==> config.mk <==
export PLATFORM = sky130hd
export DESIGN_NAME = pmod_ad1_ctrl
export DESIGN_NICKNAME = d
export VERILOG_FILES = /design/src/rtl/pmod_ad1_ctrl.sv
export SDC_FILE = /design/constraint.sdc
export NUM_CORES = 1
export LEC_CHECK = 0
export BUFFER_PORTS_ARGS = -buffer_cell sky130_fd_sc_hd__buf_2
export CORE_MARGIN = 5
export CORE_UTILIZATION = 56
export CTS_CLUSTER_DIAMETER = 100
export CTS_CLUSTER_SIZE = 25
export DETAILED_ROUTE_END_ITERATION = 8
export PLACE_DENSITY_LB_ADDON = 0.15
export SLEW_MARGIN = 20
export SYNTH_ARGS = -nofsm -noshare
export SYNTH_HDL_FRONTEND = slang
export SYNTH_SLANG_ARGS = --single-unit
export TNS_END_PERCENT = 1
==> constraint.sdc <==
create_clock -name clk -period 4.9 [get_ports clk]
set_input_delay 0.98 -clock clk [delete_from_list [all_inputs] [get_ports clk]]
set_output_delay 0.98 -clock clk [all_outputs]
set_load 0.05 [all_outputs]
==> src/rtl/pmod_ad1_ctrl.sv <==
// Controller for a Digilent PmodAD1 (two AD7476A channels sharing cs_n/sclk).
// A start request runs one 16-bit SPI frame on both channels. After the frame,
// cs_n stays high for QUIET_TICKS ticks, and then the 12-bit results are
// published with a one-clk done pulse. Every SPI timing step is paced by the
// external tick enable.
module pmod_ad1_ctrl #(
  parameter int QUIET_TICKS = 2  // legal range 1..15
) (
  input  logic        clk,
  input  logic        rst,
  input  logic        tick,
  input  logic        start,
  input  logic        sdata0,
  input  logic        sdata1,
  output logic        cs_n,
  output logic        sclk,
  output logic [11:0] data0,
  output logic [11:0] data1,
  output logic        done,
  output logic        busy,
  output logic        frame_err
);

  localparam logic [3:0] QT = 4'(QUIET_TICKS);

  typedef enum logic [1:0] {IDLE, SHIFT, QUIET} state_t;

  state_t      state;
  logic        pending;
  logic [3:0]  bitcnt;   // rising sclk edges taken so far (wraps after 16)
  logic [3:0]  qcnt;
  logic [15:0] sh0, sh1;

  // Frame sequencer: all outputs are registered here. Apart from the pending
  // flag, busy and done clearing, nothing moves without a tick.
  always_ff @(posedge clk or posedge rst) begin
    if (rst) begin
      state     <= IDLE;
      pending   <= 1'b0;
      bitcnt    <= '0;
      qcnt      <= '0;
      sh0       <= '0;
      sh1       <= '0;
      cs_n      <= 1'b1;
      sclk      <= 1'b1;
      data0     <= '0;
      data1     <= '0;
      done      <= 1'b0;
      busy      <= 1'b0;
      frame_err <= 1'b0;
    end else begin
      done <= 1'b0;
      case (state)
        IDLE: begin
          if (pending && tick) begin
            // Open the frame. sclk stays high, so the first tick in SHIFT
            // produces the first falling edge.
            cs_n    <= 1'b0;
            bitcnt  <= '0;
            pending <= 1'b0;
            busy    <= 1'b1;
            state   <= SHIFT;
          end else if (start || pending) begin
            // A start arriving together with a tick only arms the request;
            // the frame opens on the next tick.
            pending <= 1'b1;
            busy    <= 1'b1;
          end else begin
            busy <= 1'b0;
          end
        end

        SHIFT: begin
          if (tick) begin
            if (sclk) begin
              sclk <= 1'b0;
            end else begin
              // Rising edge: the ADC changed data on the preceding falling
              // edge, so the data is stable now.
              sclk   <= 1'b1;
              sh0    <= {sh0[14:0], sdata0};
              sh1    <= {sh1[14:0], sdata1};
              bitcnt <= bitcnt + 4'd1;
              if (bitcnt == 4'd15) begin
                cs_n  <= 1'b1;
                qcnt  <= '0;
                state <= QUIET;
              end
            end
          end
        end

        QUIET: begin
          if (tick) begin
            qcnt <= qcnt + 4'd1;
            if (qcnt + 4'd1 == QT) begin
              // Publish both channels and the error flag together, so that
              // consumers never see a mix of two frames.
              data0     <= sh0[11:0];
              data1     <= sh1[11:0];
              frame_err <= (sh0[15:12] != 4'd0) | (sh1[15:12] != 4'd0);
              done      <= 1'b1;
              state     <= IDLE;
            end
          end
        end

        default: state <= IDLE;
      endcase
    end
  end

endmodule

==> results of run 1 <==
[state kept, by name, indices dropped and copies added (netlist names), 2 cells and up]
name    cells
qcnt        4
sh1        16
data0      12
data1      12
sh0        16
state       2
bitcnt      4
[path summary, 6_finish.rpt]
| kind | cells after the start | start | end |
|---|---|---|---|
| worst min register to register | 1 | data1[0] | data1[0] |
| worst max register to register | 5 | qcnt[0] | data0[11] |
| worst min-delay path | 1 | data1[0] | data1[0] |
| max in group asynchronous | 3 | rst | sh0[12] |
| min in group asynchronous | 2 | rst | sh0[1] |
| worst max-delay path | 5 | qcnt[0] | data0[11] |
[where the power goes]
group | leakage [nW] | switching (mW) | internal, mW | total [mW]
clock network | 0.110 | 0.209 | 0.339 | 0.548
logic | 0.714 | 0.179 | 0.200 | 0.379
registers | 0.943 | 0.120 | 0.750 | 0.870
total | 1.77 | 0.508 | 1.29 | 1.80
[logic make-up after synthesis]
group                    after synthesis
AO/OA/AOI/OAI                         18
XOR/XNOR                               3
adder cells (fa/ha/maj)                3
buffers and inverters                 11
flip-flops                            72
multiplexers                          58
AND/OR/NAND/NOR                       37
[cell usage in the layout (no fill, tap or decap), types with 2 or more instances in the layout]
cell type,instances
nand3_1,3
a21oi_1,6
dfrtp_1,70
buf_4,2
nor2b_1,2
xor2_1,2
nor2_1,11
inv_1,3
mux2_2,39
bufinv_16,3
buf_2,34
o21ai_0,4
clkbuf_1,2
nor4_1,2
ha_1,3
dfstp_2,2
clkinvlp_4,2
mux2_4,19
nand2_1,9
clkbuf_8,9
nand2b_1,2
o31ai_1,2
[cell usage after synthesis]
| library cell | n |
|---|---|
| a2111oi_0 | 1 |
| a21oi_1 | 6 |
| a31oi_1 | 1 |
| and2_1 | 1 |
| and3b_2 | 1 |
| and4bb_2 | 1 |
| buf_12 | 2 |
| buf_2 | 2 |
| buf_6 | 1 |
| clkbuf_1 | 2 |
| dfrtp_1 | 70 |
| dfstp_2 | 2 |
| ha_1 | 3 |
| inv_1 | 4 |
| mux2_2 | 39 |
| mux2_4 | 19 |
| nand2_1 | 9 |
| nand2b_1 | 2 |
| nand3_1 | 3 |
| nand3b_1 | 1 |
| nand4_1 | 1 |
| nor2_1 | 11 |
| nor2b_1 | 2 |
| nor4_1 | 2 |
| nor4bb_1 | 1 |
| o21ai_0 | 4 |
| o22a_1 | 1 |
| o2bb2ai_1 | 1 |
| o31a_1 | 1 |
| o31a_2 | 1 |
| o31ai_1 | 2 |
| or2b_1 | 1 |
| or3_1 | 1 |
| xnor2_1 | 1 |
| xor2_1 | 2 |
[per-stage QoR]
| step | cells | hold WS (ps) |
|---|---|---|
| 2_1_floorplan | 202 | 476 |
| 3_3_place_gp | 301 | 487 |
| 3_5_place_dp | 301 | 487 |
| 4_1_cts | 317 | 513 |
| 5_1_grt | 317 | 520 |
| 6_report | 317 | 504 |
[worst register-to-register path, cell delays in order (launching register included)]
cell and delay [ps]:
dfrtp_1 440, ha_1 280, and2_1 180, a21oi_1 190, o31a_2 740, mux2_2 440
[cell type report]
type,count,area (um^2)
inverters,4,15.0
multi-input cells,119,1100
clock buffers,11,131
repair buffers,36,185
flip-flops and latches,72,1800
well taps,70,87.6
clock inverters,5,105
fillers,396,1710
[routing by layer]
metal / GRT usage / wire [um]
met1: 0.207 / 2190
met2: 0.249 / 2350
met3: 0.0416 / 155
met4: 0.0832 / 114
met5: 0 / 0
==> report_table.html, run 1 <==
<table>
<tr><th>Metric</th><th>Value</th></tr>
<tr><th colspan="2">Finish</th></tr>
<tr><td>Final core area utilization</td><td>0.667</td></tr>
<tr><td>Final cell area excluding filler cells</td><td>around 3400 um^2</td></tr>
<tr><td>Fraction of final layout cells with drive strength greater than 1</td><td>0.462</td></tr>
<tr><td>Number of nets in the final layout</td><td>251</td></tr>
<tr><td>Antenna cell count</td><td>0</td></tr>
<tr><td>Synth-to-Final Area Change</td><td>14.7%</td></tr>
<tr><th colspan="2">Timing</th></tr>
<tr><td>Final Worst Setup Slack</td><td>2520 ps</td></tr>
<tr><td>Total negative slack for setup checks</td><td>0 ps</td></tr>
<tr><td>Count of final hold-check violations</td><td>0</td></tr>
<tr><td>Actual slew at the worst max-slew pin</td><td>939 ps</td></tr>
<tr><td>Final clock period utilization by the worst path</td><td>0.485</td></tr>
<tr><td>Worst Skew</td><td>7.40 ps</td></tr>
<tr><td>Slew HR</td><td>0.374</td></tr>
<tr><td>Time the final worst path needs with I/O delays and setup</td><td>between 2000 and 2500 ps</td></tr>
<tr><td>Setup violation total in the final timing report</td><td>0</td></tr>
<tr><td>Max Fclk</td><td>421 MHz</td></tr>
<tr><td>Slew Limit Fails</td><td>0</td></tr>
<tr><td>RSZ-0062 raised after global routing</td><td>false</td></tr>
<tr><th colspan="2">Yosys</th></tr>
<tr><td>Count of yosys warnings during synthesis</td><td>0</td></tr>
<tr><td>Mean area per synthesized cell</td><td>14.8 um^2</td></tr>
<tr><td>Share of cell area taken by muxes after synthesis</td><td>0.243</td></tr>
<tr><td>Synthesized-area fraction occupied by and/or/nand/nor cells</td><td>0.0649</td></tr>
<tr><td>Area share of the largest cell type after synthesis</td><td>0.587</td></tr>
<tr><td>Synthesized flop and latch total</td><td>72</td></tr>
<tr><td>Most area-consuming cells after synthesis</td><td>dfrtp_1, mux2_2, mux2_4</td></tr>
<tr><td>Gate count after technology mapping</td><td>202</td></tr>
<tr><td>Leading area contributor after synthesis</td><td>dfrtp_1</td></tr>
<tr><td>Part of the Yosys area used for sequential elements</td><td>0.604</td></tr>
<tr><td>Share of the synthesized area in compound gates (AO/OA/AOI/OAI)</td><td>0.0390</td></tr>
<tr><td>Syn nets</td><td>211</td></tr>
<tr><td>Distinct cell type count after synthesis</td><td>35</td></tr>
<tr><td>Share of the synthesized netlist area taken by xor and xnor gates</td><td>0.00880</td></tr>
<tr><td>Synth Cell Area</td><td>about 3000 um^2</td></tr>
<tr><td>Largest family of logic cells by synthesized area</td><td>multiplexers</td></tr>
<tr><td>Adder-cell area share of the yosys netlist</td><td>0.0126</td></tr>
<tr><th colspan="2">Drt</th></tr>
<tr><td>Via total after detailed routing</td><td>1639</td></tr>
<tr><td>DRT antenna net count</td><td>0</td></tr>
<tr><td>Post-Route WL</td><td>4800 um</td></tr>
<tr><td>WL/cell</td><td>between 15 and 20 um</td></tr>
<tr><td>Starting DRT DRC Count</td><td>77</td></tr>
<tr><td>DRT Pass-1 Iters</td><td>4</td></tr>
<tr><td>Number of DRC violations after detailed routing</td><td>0</td></tr>
<tr><td>Routed via count divided by cell count</td><td>approximately 5.2</td></tr>
<tr><th colspan="2">Worst setup path</th></tr>
<tr><td>Setup Crit Path Kind</td><td>reg -&gt; reg</td></tr>
<tr><td>Critical path required time</td><td>5120 ps</td></tr>
<tr><td>Dominant delay contributor by cell family on the critical path</td><td>compound AO/OA/AOI/OAI gates</td></tr>
<tr><td>Crit end category</td><td>register</td></tr>
<tr><td>Flop2flop setup slack</td><td>2520 ps</td></tr>
<tr><td>Number of buffers and inverters on the critical path</td><td>0</td></tr>
<tr><td>Max stage delay on crit path</td><td>about 730 ps</td></tr>
<tr><td>Crit path DAT</td><td>2590 ps</td></tr>
<tr><td>Cell-by-cell trace of the critical path</td><td>ha_1, and2_1, a21oi_1, o31a_2, mux2_2</td></tr>
<tr><td>Top fanout value on the critical path</td><td>26</td></tr>
<tr><td>Kind of start point of the critical path</td><td>register</td></tr>
<tr><td>CP max-delay cell</td><td>o31a_2</td></tr>
<tr><th colspan="2">Clock network</th></tr>
<tr><td>Cts bufs inserted</td><td>9</td></tr>
<tr><td>Buffer cell driving the clock tree root</td><td>clkbuf_8</td></tr>
<tr><td>Clock buffer depth</td><td>2</td></tr>
<tr><td>Clock tree from TritonCTS</td><td>built</td></tr>
<tr><td>Number of buffers inserted by post-CTS setup repair</td><td>0</td></tr>
<tr><td># resized after CTS</td><td>0</td></tr>
<tr><td>Clock-pin slew on the worst setup and hold paths</td><td>70 ps</td></tr>
<tr><td>Sinks on Clock Net</td><td>72</td></tr>
<tr><td>Clk_lat worst skew</td><td>roughly 330 ps</td></tr>
<tr><td>Clock H-tree levels</td><td>3</td></tr>
<tr><td>Number of hold buffers added after cts</td><td>0</td></tr>
<tr><th colspan="2">Job</th></tr>
<tr><td>Max-cap violation count</td><td>0</td></tr>
<tr><th colspan="2">Global routing</th></tr>
<tr><td>First-pass GRT wire length</td><td>8860 um</td></tr>
<tr><td>Remaining Overflow, GRT</td><td>0</td></tr>
<tr><td>Total routing resource utilization after global routing</td><td>0.160</td></tr>
<tr><td>Number of global-route vias before repair</td><td>1868</td></tr>
<tr><td>Pin count of the biggest net entering global routing</td><td>46</td></tr>
<tr><td>Antenna violations before repair</td><td>0</td></tr>
<tr><th colspan="2">Power</th></tr>
<tr><td>Total power</td><td>1.80 mW</td></tr>
<tr><td>IR Drop Worst-Case VDD</td><td>0.328 mV</td></tr>
<tr><td>Power per Cell Area</td><td>524 nW/um^2</td></tr>
<tr><td>Cell leakage power</td><td>1.77 nW</td></tr>
<tr><th colspan="2">Die</th></tr>
<tr><td>Row cnt</td><td>26</td></tr>
<tr><td>Die Footprint</td><td>6890 um^2</td></tr>
<tr><td>Core area</td><td>5140 um^2</td></tr>
<tr><td>Total I/O pin count</td><td>35</td></tr>
<tr><td>Die extent in y</td><td>83.0 um</td></tr>
<tr><td>Initial core utilization</td><td>0.581</td></tr>
<tr><td>Horizontal die dimension</td><td>83.0 um</td></tr>
<tr><th colspan="2">Place</th></tr>
<tr><td>HPWL reported at the end of detailed placement</td><td>3040 um</td></tr>
<tr><td>Instance area after placement</td><td>between 3000 and 4000 um^2</td></tr>
<tr><td>Placer Congestion</td><td>0.780</td></tr>
<tr><td>Post-Place Setup Slack</td><td>2230 ps</td></tr>
<tr><td>Buffers added on ports</td><td>34</td></tr>
<tr><th colspan="2">Outcome</th></tr>
<tr><td>Outcome</td><td>finished clean</td></tr>
<tr><th colspan="2">Worst hold path</th></tr>
<tr><td>Kind of path behind the tightest hold check</td><td>reg -&gt; reg</td></tr>
</table>
(Power assumes the default switching activity.)
==> inputs of run 2 (changes only) <==
==> constraint.sdc (replaced) <==
create_clock -name clk -period 2.21 [get_ports clk]
set_input_delay 0.442 -clock clk [delete_from_list [all_inputs] [get_ports clk]]
set_output_delay 0.442 -clock clk [all_outputs]
set_load 0.05 [all_outputs]
==> report_table.html, run 2 (synthesis gave the netlist of run 1 again) <==
<table>
<tr><th>Metric</th><th>Value</th></tr>
<tr><th colspan="2">Power</th></tr>
<tr><td>Total power</td><td>3.82 mW (was 1.80 mW)</td></tr>
<tr><td>Share of total power in sequential cells</td><td>0.503 (was 0.484)</td></tr>
<tr><td>Cell leakage power</td><td>1.79 nW (was 1.77 nW)</td></tr>
<tr><td>Net switching power figure</td><td>1.11 mW (was 0.508 mW)</td></tr>
<tr><td>Proportion of power drawn by the clock network</td><td>0.271 (was 0.305)</td></tr>
<tr><td>Portion of total power attributed to combinational logic</td><td>0.226 (was 0.211)</td></tr>
<tr><td>Internal Pwr Total</td><td>2.71 mW (was 1.29 mW)</td></tr>
<tr><td>IR Drop Worst-Case VDD</td><td>0.581 mV (was 0.328 mV)</td></tr>
<tr><td>Switching portion of total power</td><td>0.291 (was 0.283)</td></tr>
<tr><td>Power per Cell Area</td><td>1110 nW/um^2 (was 524 nW/um^2)</td></tr>
<tr><th colspan="2">Finish</th></tr>
<tr><td>Most common library cell in the layout ignoring fill and taps</td><td>dfrtp_1 (unchanged)</td></tr>
<tr><td>Most used cells in the layout excluding fill and tap cells</td><td>dfrtp_1, mux2_2, buf_2, mux2_4 (was dfrtp_1, mux2_2, buf_2, mux2_4, nor2_1)</td></tr>
<tr><td>Final core area utilization</td><td>0.672 (was 0.667)</td></tr>
<tr><td>Final non-filler cell total</td><td>320 (was 317)</td></tr>
<tr><td>Fraction of final layout cells with drive strength greater than 1</td><td>0.468 (was 0.462)</td></tr>
<tr><td>Number of nets in the final layout</td><td>254 (was 251)</td></tr>
<tr><td>Synth-to-Final Area Change</td><td>15.6% (was 14.7%)</td></tr>
<tr><td>Final cell area excluding filler cells</td><td>3450 um^2 (was 3430 um^2)</td></tr>
<tr><td>Registers with the most flip-flops</td><td>sh0 x16, sh1 x16 (unchanged)</td></tr>
<tr><td>Antenna cell count</td><td>0 (unchanged)</td></tr>
<tr><td>Number of fillers in the final layout</td><td>388 (was 396)</td></tr>
<tr><th colspan="2">Die</th></tr>
<tr><td>Horizontal die dimension</td><td>83.0 um (unchanged)</td></tr>
<tr><td>Die Footprint</td><td>6890 um^2 (unchanged)</td></tr>
<tr><td>Die extent in y</td><td>83.0 um (unchanged)</td></tr>
<tr><td>Total I/O pin count</td><td>35 (unchanged)</td></tr>
<tr><td>Row cnt</td><td>26 (unchanged)</td></tr>
<tr><td>Initial core utilization</td><td>0.581 (unchanged)</td></tr>
<tr><td>Core area</td><td>5140 um^2 (unchanged)</td></tr>
<tr><th colspan="2">Timing</th></tr>
<tr><td>Slew HR</td><td>0.707 (was 0.374)</td></tr>
<tr><td>Worst Skew</td><td>7.29 ps (was 7.40 ps)</td></tr>
<tr><td>Count of final hold-check violations</td><td>0 (unchanged)</td></tr>
<tr><td>Setup violation total in the final timing report</td><td>0 (unchanged)</td></tr>
<tr><td>RSZ-0062 raised after global routing</td><td>false (unchanged)</td></tr>
<tr><td>Final clock period utilization by the worst path</td><td>0.887 (was 0.485)</td></tr>
<tr><td>Total negative slack for setup checks</td><td>0 ps (unchanged)</td></tr>
<tr><td>Time the final worst path needs with I/O delays and setup</td><td>1960 ps (was 2380 ps)</td></tr>
<tr><td>Slew Limit Fails</td><td>0 (unchanged)</td></tr>
<tr><td>Max Fclk</td><td>510 MHz (was 421 MHz)</td></tr>
<tr><td>Actual slew at the worst max-slew pin</td><td>433 ps (was 939 ps)</td></tr>
<tr><th colspan="2">Worst setup path</th></tr>
<tr><td>Crit path DAT</td><td>2180 ps (was 2590 ps)</td></tr>
<tr><td>Top fanout value on the critical path</td><td>26 (unchanged)</td></tr>
<tr><td>Max stage delay on crit path</td><td>430 ps (was 730 ps)</td></tr>
<tr><td>CP max-delay cell</td><td>dfrtp_1 (was o31a_2)</td></tr>
<tr><td>Cell-by-cell trace of the critical path</td><td>ha_1, and2_1, a21oi_1, o31a_2, buf_12, mux2_2 (was ha_1, and2_1, a21oi_1, o31a_2, mux2_2)</td></tr>
<tr><td>Dominant delay contributor by cell family on the critical path</td><td>flip-flops (was compound AO/OA/AOI/OAI gates)</td></tr>
<tr><td>Critical path required time</td><td>2430 ps (was 5120 ps)</td></tr>
<tr><td>Setup Crit Path Kind</td><td>reg -&gt; reg (unchanged)</td></tr>
<tr><td>Kind of start point of the critical path</td><td>register (unchanged)</td></tr>
<tr><td>Crit end category</td><td>register (unchanged)</td></tr>
<tr><td>Stages on the worst setup path</td><td>6 (was 5)</td></tr>
<tr><td>Worst r2r path cells</td><td>6 (was 5)</td></tr>
<tr><td>Number of buffers and inverters on the critical path</td><td>1 (was 0)</td></tr>
<tr><th colspan="2">Drt</th></tr>
<tr><td>DRT antenna net count</td><td>0 (unchanged)</td></tr>
<tr><td>Post-Route WL</td><td>4730 um (was 4800 um)</td></tr>
<tr><td>Number of DRC violations after detailed routing</td><td>0 (unchanged)</td></tr>
<tr><td>Via total after detailed routing</td><td>1674 (was 1639)</td></tr>
<tr><td>WL/cell</td><td>14.8 um (was 15.2 um)</td></tr>
<tr><td>Starting DRT DRC Count</td><td>97 (was 77)</td></tr>
<tr><td>DRT Pass-1 Iters</td><td>4 (unchanged)</td></tr>
<tr><td>Routed via count divided by cell count</td><td>5.23 (was 5.17)</td></tr>
<tr><th colspan="2">Clock network</th></tr>
<tr><td>Clock H-tree levels</td><td>3 (unchanged)</td></tr>
<tr><td>Number of buffers inserted by post-CTS setup repair</td><td>0 (unchanged)</td></tr>
<tr><td>Sinks on Clock Net</td><td>72 (unchanged)</td></tr>
<tr><td>Buffer cell driving the clock tree root</td><td>clkbuf_8 (unchanged)</td></tr>
<tr><td>Clock buffer depth</td><td>2 (unchanged)</td></tr>
<tr><td>Clock tree from TritonCTS</td><td>built (unchanged)</td></tr>
<tr><td>Clk_lat worst skew</td><td>340 ps (was 330 ps)</td></tr>
<tr><td>Clock-pin slew on the worst setup and hold paths</td><td>70 ps (about the same)</td></tr>
<tr><td>Number of hold buffers added after cts</td><td>0 (unchanged)</td></tr>
<tr><td># resized after CTS</td><td>0 (unchanged)</td></tr>
<tr><td>Cts bufs inserted</td><td>9 (unchanged)</td></tr>
<tr><th colspan="2">Worst hold path</th></tr>
<tr><td>Kind of path behind the tightest hold check</td><td>in -&gt; async (was reg -&gt; reg)</td></tr>
<tr><th colspan="2">Global routing</th></tr>
<tr><td>Pin count of the biggest net entering global routing</td><td>41 (was 46)</td></tr>
<tr><td>Remaining Overflow, GRT</td><td>0 (unchanged)</td></tr>
<tr><td>Total routing resource utilization after global routing</td><td>0.156 (was 0.160)</td></tr>
<tr><td>Antenna violations before repair</td><td>0 (unchanged)</td></tr>
<tr><td>First-pass GRT wire length</td><td>8600 um (was 8860 um)</td></tr>
<tr><td>Number of global-route vias before repair</td><td>1793 (was 1868)</td></tr>
<tr><th colspan="2">Job</th></tr>
<tr><td>Max-cap violation count</td><td>0 (unchanged)</td></tr>
<tr><th colspan="2">Outcome</th></tr>
<tr><td>Outcome</td><td>finished clean (unchanged)</td></tr>
<tr><th colspan="2">Place</th></tr>
<tr><td>Number of instances in the placed design</td><td>304 (was 301)</td></tr>
<tr><td>HPWL reported at the end of detailed placement</td><td>3100 um (was 3040 um)</td></tr>
<tr><td>Instance area after placement</td><td>3250 um^2 (was 3190 um^2)</td></tr>
<tr><td>Placer Congestion</td><td>0.719 (was 0.780)</td></tr>
<tr><td>Buffers added on ports</td><td>34 (unchanged)</td></tr>
</table>
[run 2: cell types whose count changed in the layout (fill, tap and decap cells not counted)]
cell and delta:
bufinv_16 -2, buf_12 +3, clkbuf_8 +2, clkinvlp_4 -1, inv_2 -1, clkinv_2 +2
[run 2: area by class of cell]
class	instances	area, um^2	area share
clock buffers	13	159	0.0460
clock inverters	3	40.0	0.0116
inverters	4	18.8	0.00543
multi-input cells	119	1100	0.318
flip-flops and latches	72	1800	0.522
well taps	70	87.6	0.0254
repair buffers	39	245	0.0710
[run 2: per-layer routing]
layer | track usage | vias up | routed length [um]
li1 | - | 800 | -
met1 | 0.210 | 842 | 2210
met5 | 0 | - | 0
met2 | 0.230 | 23 | 2230
met3 | 0.0347 | 9 | 161
met4 | 0.0936 | 0 | 121
[run 2: per-stage QoR]
step | hold WS, ps | setup WS, ps
after global routing | 79.2 | 149
after CTS | 63.0 | 252
after detailed placement | 437 | 271
final | 66.5 | 250
after global placement | 427 | 321
after floorplan | 476 | 360
[run 2: final timing paths]
kind	start	endpoint	slack [ps]
min in group clk	sdata0	sh0[0]	340
hold reg to reg	cs_n	cs_n	500
max in group asynchronous	rst	cs_n	1530
setup reg to reg	qcnt[0]	data0[11]	250
hold / removal	rst	data1[10]	70
setup / recovery	qcnt[0]	data0[11]	250
[run 2: power groups by stage]
stage          clock (mW)  sequential (mW)  combinational (mW)
2_1_floorplan           0             1.94               0.654
3_3_place_gp            0             1.94               0.855
3_5_place_dp            0             1.95               0.881
4_1_cts              1.07             1.93               0.884
5_1_grt              1.11             1.99               0.975
6_report             1.04             1.93               0.863
